### src/rtl/layer_sequencer.sv
`default_nettype none
// ============================================================================
// Module      : layer_sequencer
// Description : Layer-level scheduler for the neural accelerator datapath.
//               Walks layer descriptors in instruction RAM, programs the
//               neuron/weight base addresses and launches the address
//               generator and MAC core once per layer. Neuron storage
//               ping-pongs between two buffers from layer to layer.
//               Optional feature macro: LAYER_SEQ_PERF_EN adds a
//               saturating 16-bit count of cycles spent in RUN.
// Revision    : 1.0 - initial release
// ============================================================================
module layer_sequencer #(
    parameter int ADDR_W     = 8,
    parameter int BUF_B_BASE = 128,
    parameter int MAX_LAYERS = 16
) (
    input  logic              clk,
    input  logic              reset,
    input  logic              start,
    input  logic              abort,
    output logic [ADDR_W-1:0] instr_addr,
    input  logic [15:0]       instr_data,
    output logic              ag_start,
    output logic              mac_rst,
    input  logic              ag_done,
    output logic [ADDR_W-1:0] neuro_read_base,
    output logic [ADDR_W-1:0] neuro_write_base,
    output logic [ADDR_W-1:0] weight_read_base,
    output logic [ADDR_W-1:0] layer_idx,
    output logic              busy,
    output logic              done,
    output logic              err
`ifdef LAYER_SEQ_PERF_EN
    ,
    output logic [15:0]       perf_cycles
`endif
);

    localparam logic [2:0] c_st_idle    = 3'd0;
    localparam logic [2:0] c_st_fetch   = 3'd1;
    localparam logic [2:0] c_st_decode  = 3'd2;
    localparam logic [2:0] c_st_launch  = 3'd3;
    localparam logic [2:0] c_st_run     = 3'd4;
    localparam logic [2:0] c_st_advance = 3'd5;
    localparam logic [2:0] c_st_done    = 3'd6;

    localparam logic [ADDR_W-1:0] c_buf_b_base = ADDR_W'(BUF_B_BASE);
    // One extra bit so a guard equal to 2^ADDR_W is still reachable.
    localparam logic [ADDR_W:0]   c_max_layers = (ADDR_W+1)'(MAX_LAYERS);

    logic [2:0]        r_state;
    logic [ADDR_W-1:0] r_ip;
    logic [ADDR_W-1:0] r_rd_base;
    logic [ADDR_W-1:0] r_wr_base;
    logic [ADDR_W-1:0] r_wt_base;
    logic [7:0]        r_n_in;
    logic [7:0]        r_n_out;
    logic              r_err;

    logic [15:0]       w_prod;
    logic [ADDR_W:0]   w_ip_inc;

    // Weight footprint of the current layer and the next instruction pointer.
    assign w_prod   = 16'(r_n_in) * 16'(r_n_out);
    assign w_ip_inc = {1'b0, r_ip} + (ADDR_W+1)'(1);

    // Main sequencer: state, instruction pointer, base addresses, error flag.
    always_ff @(posedge clk) begin
        if (reset) begin
            r_state   <= c_st_idle;
            r_ip      <= '0;
            r_rd_base <= '0;
            r_wr_base <= '0;
            r_wt_base <= '0;
            r_n_in    <= '0;
            r_n_out   <= '0;
            r_err     <= 1'b0;
        end else if (abort) begin
            // Abort wins over start and ag_done; bases and index hold.
            r_state <= c_st_idle;
        end else begin
            case (r_state)
                c_st_idle: begin
                    if (start) begin
                        r_ip      <= '0;
                        r_err     <= 1'b0;
                        r_rd_base <= '0;
                        r_wr_base <= c_buf_b_base;
                        r_wt_base <= '0;
                        r_state   <= c_st_fetch;
                    end
                end
                c_st_fetch: begin
                    r_n_in  <= instr_data[15:8];
                    r_n_out <= instr_data[7:0];
                    r_state <= c_st_decode;
                end
                c_st_decode: begin
                    if (r_n_out == 8'd0) begin
                        r_state <= c_st_done;
                    end else if (r_n_in == 8'd0) begin
                        r_err   <= 1'b1;
                        r_state <= c_st_done;
                    end else begin
                        r_state <= c_st_launch;
                    end
                end
                c_st_launch: begin
                    r_state <= c_st_run;
                end
                c_st_run: begin
                    if (ag_done) begin
                        r_state <= c_st_advance;
                    end
                end
                c_st_advance: begin
                    // Weight base wraps modulo 2^ADDR_W by design.
                    r_wt_base <= r_wt_base + ADDR_W'(w_prod);
                    r_rd_base <= r_wr_base;
                    r_wr_base <= r_rd_base;
                    r_ip      <= w_ip_inc[ADDR_W-1:0];
                    if (w_ip_inc == c_max_layers) begin
                        r_err   <= 1'b1;
                        r_state <= c_st_done;
                    end else begin
                        r_state <= c_st_fetch;
                    end
                end
                c_st_done: begin
                    r_state <= c_st_idle;
                end
                default: begin
                    r_state <= c_st_idle;
                end
            endcase
        end
    end

`ifdef LAYER_SEQ_PERF_EN
    logic [15:0] r_perf_cycles;

    // Saturating count of RUN cycles, cleared when a program is accepted.
    always_ff @(posedge clk) begin
        if (reset) begin
            r_perf_cycles <= '0;
        end else if (r_state == c_st_idle && start && !abort) begin
            r_perf_cycles <= '0;
        end else if (r_state == c_st_run && r_perf_cycles != 16'hFFFF) begin
            r_perf_cycles <= r_perf_cycles + 16'd1;
        end
    end

    assign perf_cycles = r_perf_cycles;
`endif

    // All outputs are registers or decodes of the registered state.
    assign instr_addr       = r_ip;
    assign layer_idx        = r_ip;
    assign neuro_read_base  = r_rd_base;
    assign neuro_write_base = r_wr_base;
    assign weight_read_base = r_wt_base;
    assign ag_start         = (r_state == c_st_launch);
    assign mac_rst          = (r_state == c_st_launch);
    assign busy             = (r_state != c_st_idle);
    assign done             = (r_state == c_st_done);
    assign err              = r_err;

endmodule
`default_nettype wire
### config.mk
export PLATFORM = sky130hd
export DESIGN_NAME = layer_sequencer
export DESIGN_NICKNAME = d
export VERILOG_FILES = /design/src/rtl/layer_sequencer.sv
export SDC_FILE = /design/constraint.sdc
export NUM_CORES = 1
export LEC_CHECK = 0
export CORE_AREA = 2 2 82 84
export DETAILED_ROUTE_END_ITERATION = 7
export DIE_AREA = 0 0 84 86
export PLACE_DENSITY = 0.8
export SETUP_SLACK_MARGIN = 0.15
export SYNTH_ARGS = -nofsm -noshare
export SYNTH_HDL_FRONTEND = slang
export SYNTH_SLANG_ARGS = --single-unit
### constraint.sdc
create_clock -name clk -period 4.62 [get_ports clk]
set_input_delay 0.924 -clock clk [delete_from_list [all_inputs] [get_ports clk]]
set_output_delay 0.924 -clock clk [all_outputs]
set_load 0.02 [all_outputs]
## Yosys cells after proc, flatten, opt, wreduce, memory -nomap -nowiden

Index checks and enable logic that the tools add are counted.

- $add $sub $neg: 2
- $mul: 1
- Equal/unequal tests: 12
- Muxes and demuxes: 17
- Bitwise gates (word level): 1
- Reductions and logical operators: 11

Operators with widths:

| kind | number |
|---|---|
| $pmux 8 s2 | 4 |
| $pmux 3 s6 | 1 |
| $logic_not 8->1 | 2 |
| $mux 8 | 2 |
| $mux 3 | 5 |
| $ne 2x2->1 const B | 5 |
| $add 8x1->9 const B | 1 |
| $eq 3x3->1 const B | 3 |
| $eq 9x5->1 const B | 1 |
| $add 8x8->8 | 1 |
| $mul 8x8->8 | 1 |
| $eq 3x2->1 const B | 2 |
| $reduce_and 6->1 | 1 |
| $reduce_bool 3->1 | 2 |
| $mux 1 | 4 |
| $reduce_and 2->1 | 2 |
| $eq 3x1->1 const B | 1 |
| $logic_not 3->1 | 1 |
| $pmux 1 s3 | 1 |
| $reduce_and 3->1 | 1 |
| $reduce_bool 2->1 | 1 |
| $reduce_or 2->1 | 1 |
| $not 1->1 | 1 |

- Register bits after elaboration: 52
- Input bits: 21
- Logic and storage cells: 52

## Depth between registers and ports, before layout

Gate-level depths: netlist (run 1).

- Depth in word-level cells: 4
- Mapped depth: 16
- Depth with buffers taken out: 15

## Least setup slack after synthesis (run 1)

Ideal clock, no wire load.

- Path kind: reg-to-reg
- Start point: register r_n_out[0]
- End point: register r_wt_base[7], in the netlist weight_read_base[7]
- Setup time: 0.062 ns
- Arrival time: 3.834 ns
- Required time: 4.558 ns
- Path slack: 0.724 ns
- Cell stages (with the launch flop): 16
- Path through: dfxtp_1 clkbuf_1 nand2_1 fa_1 inv_1 fa_1 ha_1 inv_1 fa_1 inv_1 fa_1 a21o_1 a21oi_1 xnor2_1 or4_1 nand3_1

- Cells in the longest elaborated chain, start to end: 3

Ends and longest elaborated chain:

| item | RTL line | RTL |
|---|---|---|
| from (decl) | 58 | `logic [7:0] r_n_out;` |
| from (signal assigned) | 96 | `r_n_out <= instr_data[7:0];` |
| $mul 8x8->8 | 65 | `assign w_prod = 16'(r_n_in) * 16'(r_n_out);` |
| $add 8x8->8 | 119 | `r_wt_base <= r_wt_base + ADDR_W'(w_prod);` |
| $pmux 8 s2 | 83 | `case (r_state)` |
| to (signal assigned) | 119 |  |
| to (decl) | 56 | `logic [ADDR_W-1:0] r_wt_base;` |

Every way passes these cells.
A chain may end at the register's enable or synchronous reset.

## Final worst setup path (run 1)

- Start point: register r_n_out[1]
- End point: register r_wt_base[7], in the netlist weight_read_base[7]

The elaborated chain is that of the path after synthesis.

==> results of run 1 <==
[path summary, 6_finish.rpt]
| check | from | end | slack (ns) | cells after the start |
|---|---|---|---|---|
| worst max register to register | r_n_out[1]$_SDFFE_PP0P_ | weight_read_base[7]$_SDFFE_PP0P_ | 0.55 | 14 |
| worst max-delay path | r_n_out[1]$_SDFFE_PP0P_ | weight_read_base[7]$_SDFFE_PP0P_ | 0.55 | 14 |
| worst min-delay path | r_n_in[7]$_SDFFE_PP0P_ | r_n_in[7]$_SDFFE_PP0P_ | 0.48 | 2 |
| worst min register to register | r_n_in[7]$_SDFFE_PP0P_ | r_n_in[7]$_SDFFE_PP0P_ | 0.48 | 2 |
[area by class of cell]
class,count,area (um2)
Sequential cell,52,1040
Clock buffer,5,68.8
Timing Repair Buffer,67,661
Inverter,39,146
Tap cell,77,96.3
Multi-Input combinational cell,275,1860
Fill cell,568,2370
Clock inverter,3,28.8
[where the power goes]
group / leakage (nW) / switching (mW) / internal, mW / total (mW)
Sequential: 0.420 / 0.00952 / 0.453 / 0.463
Clock: 0.0511 / 0.169 / 0.115 / 0.284
Combinational: 1.10 / 0.0341 / 0.0282 / 0.0623
Total: 1.57 / 0.213 / 0.596 / 0.809
[synth_stat cells (2+ instances only)]
cell,number
a211oi_1,3
a21o_1,2
a21oi_1,27
a22oi_1,25
a31oi_1,3
and2_1,9
and3_1,3
buf_2,3
buf_4,11
buf_6,2
clkbuf_1,14
dfxtp_1,52
fa_1,18
ha_1,18
inv_1,39
nand2_1,71
nand3_1,7
nand3b_1,5
nor2_1,37
nor2b_1,2
nor3_1,3
nor4_1,6
o21ai_0,8
or3_1,2
xnor2_1,15
xor2_1,2
[metal layers]
| layer | GRT usage | share of wire |
|---|---|---|
| met2 | 0.335 | 0.48 |
| met4 | 0.0718 | 0.016 |
| met3 | 0.0241 | 0.047 |
| met5 | 0 | 0 |
| met1 | 0.275 | 0.45 |
[registers in the layout, indices dropped and copies added, names as in the netlist]
register / count
r_n_out: 8
neuro_read_base: 8
instr_addr: 8
weight_read_base: 8
neuro_write_base: 8
err: 1
r_n_in: 8
r_state: 3
[kinds of logic (layout without fill, tap and decap cells)]
logic type / Yosys count / after routing
simple gates: 150 / 150
compound gates: 72 / 72
buf+inv: 71 / 114
flops: 52 / 52
fa+ha+maj: 36 / 36
xor+xnor: 17 / 17
[tightest hold or removal path, stage by stage, from the launching register on]
cell and delay, ns:
dfxtp_1 0.34, nand2_1 0.06, a21oi_1 0.05
[cell usage in the layout, fill, tap and decap left out, drive strengths merged, types with 3 or more instances in the layout]
cell type | synthesis | final
a21oi | 27 | 27
nor2 | 37 | 37
nand2 | 71 | 71
ha | 18 | 18
and2 | 9 | 9
nand3b | 5 | 5
a211oi | 3 | 3
dfxtp | 52 | 52
clkdlybuf4s50 | 0 | 64
nor4 | 7 | 7
a22oi | 25 | 25
fa | 18 | 18
nor3 | 4 | 4
o21ai | 8 | 8
a31oi | 3 | 3
nand3 | 7 | 7
buf | 16 | 3
inv | 39 | 42
clkbuf | 15 | 5
and3 | 3 | 3
xnor2 | 15 | 15
[through the flow]
stage / power, mW / utilization
global placement: 0.534 / 0.607
global route: 0.840 / 0.622
CTS: 0.819 / 0.622
finish: 0.809 / 0.622
detailed placement: 0.535 / 0.607
floorplan: 0.508 / -
==> impl_metrics.yaml, run 1 <==
synth:
  postSynthCellCount: 398
  synth_compound_area_frac: 0.140
  ys_seq_area_frac: 0.321
  synth.avg_cell_area_um2: 8.14
  synth-main-ff-cell: "dfxtp_1"
  synth_xor_area_frac: 0.0460
  synth_area_leaders: "dfxtp_1 (32%), fa_1 (11%), nand2_1 (8.2%)"
  yosysTopAreaCell: "dfxtp_1"
  synth_seq_cells: 52
  synthMuxAreaShare: 0
  yosysWarningCount: 0
  synth_fa_ha_area_frac: 0.181
  synth-edff-count: 0
  synth_top_family_by_area: "simple AND/OR/NAND/NOR gates"
  syn_area_um2: 3240
  syn_nets: 455
  yosys.area.top_type_share: 0.321
  yosys.area_share.simple: 0.209
  synth_cell_types: 37
  async_reset_ff_frac: 0
sta:
  setup_ws_ns: 0.545
  setup_tns_ns: 0
  hold_slack_ns: 0.480
  setup_viol: 0
  maxSlewHeadroom: 0.312
  finalWorstPathRequiredPeriod_ns: 4.07
  final_max_slew_viol_count: 0
  max_freq_mhz: 245
  worst_pin_slew_ns: 1.03
  rsz0062_at_grt: "no"
  final_hold_viol_count: 0
  fin_skew_ns: 0.00465
  layout_worst_path_cycle_share: 0.882
critical_path:
  slowest_stage: "fa_1"
  end_kind: "register"
  cp_max_fo: 9
  max_stage_delay_ns: 0.52
  crit_family: "adder cells"
  cp_cell_sequence: "nand2_1, fa_1, inv_1, fa_1, ha_1, inv_1, fa_1, inv_1, fa_1, a21o_1, a21oi_1, xnor2_1, or4_1, nand3_1"
  start_kind: "register"
  crit_type: "register to register"
  cp.required_ns: 4.87
  worst-path-buf-inv: 3
  cp.arrival_ns: 4.33
  cp_common_cell: "fa_1"
place:
  dpl_worst_slack_ns: 0.572
  placed_cell_area_um2: 3810
  post-place-cells: 510
  io_buffers: 65
  place_congestion: 0.868
  dp_hpwl_um: 5170
flow_run:
  maxCapViolations: 0
routing:
  dr.pass1.iters: 4
  post_drt_wl_per_cell_um: 13.5
  drc_errors: 0
  wirelength_um: 6990
  vias: 2771
  vias_per_cell: 5.35
  ant_nets: 0
  drtIter0Drc: 137
pwr:
  peakVddDrop_uv: 157
  power_leakage_nw: 1.57
  pwr_density_cell_nw_per_um2: 207
clock_tree:
  clock_latency_ns: 0.31
  numCtsBuffers: 5
  clkTransAtPathRegs_ns: 0.10
  root_buffer: "clkbuf_8"
  post_cts_buffers: 0
  clock_path_buffers: 2
  cts_hold_buffers: 0
  htreeDepth: 2
  post_cts_resized: 0
  clock-sinks: 52
  cts_tree: "yes"
layout:
  final_layout_size_suffix_gt1_frac: 0.0295
  finalNonFillerCells: 518
  layout.nets: 497
  insertedDiodeCount: 0
  design_area_um2: 3910
  syn2layout_area_growth_pct: 20.6
global_route:
  grt_pass1_vias: 2560
  antenna_found_initial: 0
  grt-ovfl-total: 0
  grt_pass1_wl_um: 12000
  track_usage: 0.202
  grt_max_degree: 54
floorplanning:
  fp.dieH_um: 86
  start_util: 0.516
  rows: 29
  dieArea_um2: 7220
  io_pins: 66
  core_um2: 6280
  die_w_um: 84
run_status:
  status: "completed"
hold_path:
  hold_path_class: "register to register"
Power figures use the tool's default switching activity.
==> run 2, diff against run 1 <==
- CORE_AREA: 2 2 82 84 -> 5 5 85 87
- DIE_AREA: 0 0 84 86 -> 0 0 90 92
==> impl_metrics.yaml, run 2 (synthesis gave the netlist of run 1 again) <==
clock_tree:
  cts_tree: "yes"
  cts_hold_buffers: 0
  root_buffer: "clkbuf_8"
  clock-sinks: 52
  clock_latency_ns: 0.31
  post_cts_resized: 0
  clock_path_buffers: 2
  htreeDepth: 2
  numCtsBuffers: 5
  clkTransAtPathRegs_ns: 0.11
  post_cts_buffers: 0
pwr:
  peakVddDrop_uv: 209
  power_frac_clock: 0.351
  seqPwrFrac: 0.570
  fin_total_pwr_uw: 813
  power.net_switching_uw: 215
  sw_frac_of_total: 0.264
  intPower_uw: 598
  pwr_density_cell_nw_per_um2: 207
  comb_power_share: 0.079
  power_leakage_nw: 1.58
critical_path:
  reg2regPathDepth: 14
  cp.arrival_ns: 4.25
  cp.required_ns: 4.87
  start_kind: "register"
  cp_common_cell: "fa_1"
  worst-path-buf-inv: 3
  cp.depth: 14
  cp_max_fo: 9
  crit_type: "register to register"
  crit_family: "adder cells"
  slowest_stage: "fa_1"
  end_kind: "register"
  max_stage_delay_ns: 0.52
  cp_cell_sequence: "nand2_1, fa_1, inv_1, fa_1, ha_1, inv_1, fa_1, inv_1, fa_1, a21o_1, a21oi_1, xnor2_1, or4_1, nand3_1"
routing:
  post_drt_wl_per_cell_um: 13.8
  drtIter0Drc: 161
  drc_errors: 0
  ant_nets: 0
  vias: 2773
  dr.pass1.iters: 4
  vias_per_cell: 5.33
  wirelength_um: 7150
place:
  io_buffers: 65
  dp_hpwl_um: 5450
  dpl_worst_slack_ns: 0.632
  place_congestion: 0.898
sta:
  hold_slack_ns: 0.481
  setup_tns_ns: 0
  layout_worst_path_cycle_share: 0.864
  max_freq_mhz: 251
  fin_skew_ns: 0.00804
  maxSlewHeadroom: 0.301
  rsz0062_at_grt: "no"
  setup_viol: 0
  final_hold_viol_count: 0
  final_max_slew_viol_count: 0
  worst_pin_slew_ns: 1.05
  setup_ws_ns: 0.628
  finalWorstPathRequiredPeriod_ns: 3.99
layout:
  seqCellArea_um2: 1040
  final_layout_size_suffix_gt1_frac: 0.0316
  n_fill_cell: 528
  syn2layout_area_growth_pct: 21.3
  mostFrequentLayoutCells: "nand2_1 (71), clkdlybuf4s50_1 (65), dfxtp_1 (52), inv_1 (39), nor2_1 (37)"
  multi_input_area_um2: 1860
  layout_commonest_cell: "nand2_1"
  insertedDiodeCount: 0
  layout.nets: 499
floorplanning:
  fp.dieH_um: 92
  die_w_um: 90
  io_pins: 66
  rows: 29
  start_util: 0.516
  dieArea_um2: 8280
  core_um2: 6280
flow_run:
  maxCapViolations: 0
global_route:
  grt-ovfl-total: 0
  grt_pass1_vias: 2570
  antenna_found_initial: 0
  track_usage: 0.176
  grt_pass1_wl_um: 12300
  grt_max_degree: 32
hold_path:
  hold_depth: 2
  hold_path_class: "register to register"
run_status:
  status: "completed"
[run 2: cell types whose count changed in the layout (fill, tap and decap cells not counted)]
cell	delta
buf_4	+2
clkdlybuf4s50_1	+1
buf_2	-1
[run 2: final timing paths]
kind                                            to                             start  slack (ns)
setup reg to reg  weight_read_base[7]$_SDFFE_PP0P_           r_n_out[1]$_SDFFE_PP0P_        0.63
setup / recovery  weight_read_base[7]$_SDFFE_PP0P_           r_n_out[1]$_SDFFE_PP0P_        0.63
hold reg to reg   neuro_write_base[7]$_SDFFE_PP0P_  neuro_write_base[7]$_SDFFE_PP0P_        0.48
hold / removal    neuro_write_base[7]$_SDFFE_PP0P_  neuro_write_base[7]$_SDFFE_PP0P_        0.48
[run 2: per-stage QoR]
step / instances / utilization / instance area (um2)
5_1_grt: 520 / 0.625 / 3930
4_1_cts: 520 / 0.625 / 3930
3_5_place_dp: 512 / 0.610 / 3830
6_report: 520 / 0.625 / 3930
3_3_place_gp: 512 / 0.610 / 3830
2_1_floorplan: 398 / - / 3240
[run 2: per-layer routing]
layer | global-route usage | up-vias | wire length (um)
li1 | - | 1389 | -
met1 | 0.236 | 1315 | 3290
met2 | 0.284 | 61 | 3420
met3 | 0.0434 | 8 | 351
met4 | 0.0471 | 0 | 92
met5 | 0 | - | 0
[run 2: area by class of cell]
class,instances,share of cell area
well taps,77,0.0245
clock buffers,5,0.0175
flip-flops and latches,52,0.265
multi-input cells,275,0.475
repair buffers,69,0.173
clock inverters,3,0.00733
inverters,39,0.0373
[run 2: power by group through the flow]
stage          registers (mW)  clock network, mW  logic, mW
2_1_floorplan           0.468                  0     0.0400
3_3_place_gp            0.473                  0     0.0630
3_5_place_dp            0.473                  0     0.0639
4_1_cts                 0.463              0.295     0.0642
5_1_grt                 0.464              0.313     0.0714
6_report                0.463              0.286     0.0642
[run 2: tightest hold or removal path, cell delays in order, from the launching register on]
cell and delay, ns:
dfxtp_1 0.34, inv_1 0.05, a211oi_1 0.05
==> run 3, diff against run 2 <==
--- a/config.mk
+++ b/config.mk
@@ -7,6 +7,6 @@
 export LEC_CHECK = 0
-export CORE_AREA = 5 5 85 87
+export CORE_AREA = 5 5 87 89
 export DETAILED_ROUTE_END_ITERATION = 7
-export DIE_AREA = 0 0 90 92
-export PLACE_DENSITY = 0.8
+export DIE_AREA = 0 0 92 94
+export PLACE_DENSITY = 0.76
 export SETUP_SLACK_MARGIN = 0.15
==> constraint.sdc (replaced) <==
create_clock -name clk -period 4.62 [get_ports clk]
set_input_delay 0.462 -clock clk [delete_from_list [all_inputs] [get_ports clk]]
set_output_delay 0.462 -clock clk [all_outputs]
set_load 0.02 [all_outputs]
==> impl_metrics.yaml, run 3 (synthesis gave the netlist of run 1 again) <==
clock_tree:
  cts_tree: "yes"
  post_cts_buffers: 0
  clkTransAtPathRegs_ns: 0.11
  numCtsBuffers: 5
  clock-sinks: 52
  clock_path_buffers: 2
  post_cts_resized: 0
  clock_latency_ns: 0.31
  htreeDepth: 2
  root_buffer: "clkbuf_8"
  cts_hold_buffers: 0
sta:
  setup_tns_ns: 0
  rsz0062_at_grt: "no"
  setup_viol: 0
  max_freq_mhz: 249
  worst_pin_slew_ns: 1.03
  layout_worst_path_cycle_share: 0.869
  final_hold_viol_count: 0
  final_max_slew_viol_count: 0
  fin_skew_ns: 0.00604
  finalWorstPathRequiredPeriod_ns: 4.02
  maxSlewHeadroom: 0.314
routing:
  ant_nets: 0
  post_drt_wl_per_cell_um: 13.7
  vias_per_cell: 5.31
  drtIter0Drc: 197
  drc_errors: 0
  dr.pass1.iters: 4
  vias: 2766
  wirelength_um: 7120
global_route:
  antenna_found_initial: 0
  grt_pass1_wl_um: 12400
  grt_pass1_vias: 2708
  grt-ovfl-total: 0
  grt_max_degree: 54
  track_usage: 0.173
layout:
  seqCellArea_um2: 1040
  design_area_um2: 3910
  insertedDiodeCount: 0
  layout_commonest_cell: "nand2_1"
  mostFrequentLayoutCells: "nand2_1 (71), clkdlybuf4s50_1 (64), dfxtp_1 (52), inv_1 (39), nor2_1 (37)"
  multi_input_area_um2: 1860
  final_layout_size_suffix_gt1_frac: 0.0295
  n_fill_cell: 614
  layout.nets: 497
  syn2layout_area_growth_pct: 20.7
hold_path:
  hold_depth: 2
  hold_path_class: "register to register"
critical_path:
  cp.arrival_ns: 4.28
  cp_max_fo: 9
  reg2regPathDepth: 14
  crit_type: "register to register"
  cp.required_ns: 4.88
  start_kind: "register"
  end_kind: "register"
pwr:
  pwr_density_cell_nw_per_um2: 208
  seqPwrFrac: 0.569
  peakVddDrop_uv: 142
  power_leakage_nw: 1.57
  comb_power_share: 0.076
  sw_frac_of_total: 0.267
  power.net_switching_uw: 217
  power_frac_clock: 0.355
  fin_total_pwr_uw: 813
  intPower_uw: 596
floorplanning:
  core_um2: 6680
  start_util: 0.485
  fp.dieH_um: 94
  dieArea_um2: 8650
  die_w_um: 92
  rows: 30
  io_pins: 66
flow_run:
  maxCapViolations: 0
place:
  place_congestion: 0.868
  dp_hpwl_um: 5280
  io_buffers: 65
  placed_cell_area_um2: 3810
run_status:
  status: "completed"
run 3: metrics by stage:
| stage | cells | worst slack [ns] | util | hold slack (ns) |
|---|---|---|---|---|
| after floorplan | 398 | 0.724 | - | 0.449 |
| after global placement | 513 | 0.689 | 0.571 | 0.460 |
| after detailed placement | 513 | 0.616 | 0.571 | 0.467 |
| after CTS | 521 | 0.592 | 0.585 | 0.482 |
| after global routing | 521 | 0.342 | 0.585 | 0.518 |
| final | 521 | 0.605 | 0.585 | 0.484 |
run 3: path summary, 6_finish.rpt:
kind,from,end,slack [ns]
setup / recovery,r_n_out[1]$_SDFFE_PP0P_,weight_read_base[7]$_SDFFE_PP0P_,0.60
setup reg to reg,r_n_out[1]$_SDFFE_PP0P_,weight_read_base[7]$_SDFFE_PP0P_,0.60
hold / removal,r_n_in[7]$_SDFFE_PP0P_,r_n_in[7]$_SDFFE_PP0P_,0.48
hold reg to reg,r_n_in[7]$_SDFFE_PP0P_,r_n_in[7]$_SDFFE_PP0P_,0.48
run 3: worst max-delay path, cell delays in order, from the launching register on:
cell and delay (ns):
dfxtp_1 0.48, nand2_1 0.12, fa_1 0.51, inv_1 0.05, fa_1 0.44, ha_1 0.29
inv_1 0.05, fa_1 0.52, inv_1 0.06, fa_1 0.45, a21o_1 0.19, a21oi_1 0.17
xnor2_1 0.11, or4_1 0.42, nand3_1 0.09
run 3: power by group through the flow:
| stage | Clock, mW | Combinational (mW) | Sequential (mW) |
|---|---|---|---|
| floorplan | 0 | 0.0400 | 0.468 |
| global placement | 0 | 0.0615 | 0.473 |
| detailed placement | 0 | 0.0622 | 0.473 |
| CTS | 0.296 | 0.0624 | 0.463 |
| global route | 0.312 | 0.0694 | 0.464 |
| finish | 0.288 | 0.0620 | 0.463 |
run 3: final cells by class:
| type | count | share of cell area |
|---|---|---|
| Timing Repair Buffer | 67 | 0.169 |
| Tap cell | 80 | 0.0256 |
| Clock buffer | 5 | 0.0176 |
| Multi-Input combinational cell | 275 | 0.477 |
| Sequential cell | 52 | 0.266 |
| Clock inverter | 3 | 0.00736 |
| Inverter | 39 | 0.0374 |
run 3: routing by layer:
metal	routed length [um]	part of all wire	vias up	track usage
met1	3170	0.45	1297	0.223
met5	0	0	-	0
met3	425	0.060	11	0.0353
met4	146	0.021	0	0.0520
met2	3380	0.47	77	0.291
li1	-	-	1381	-
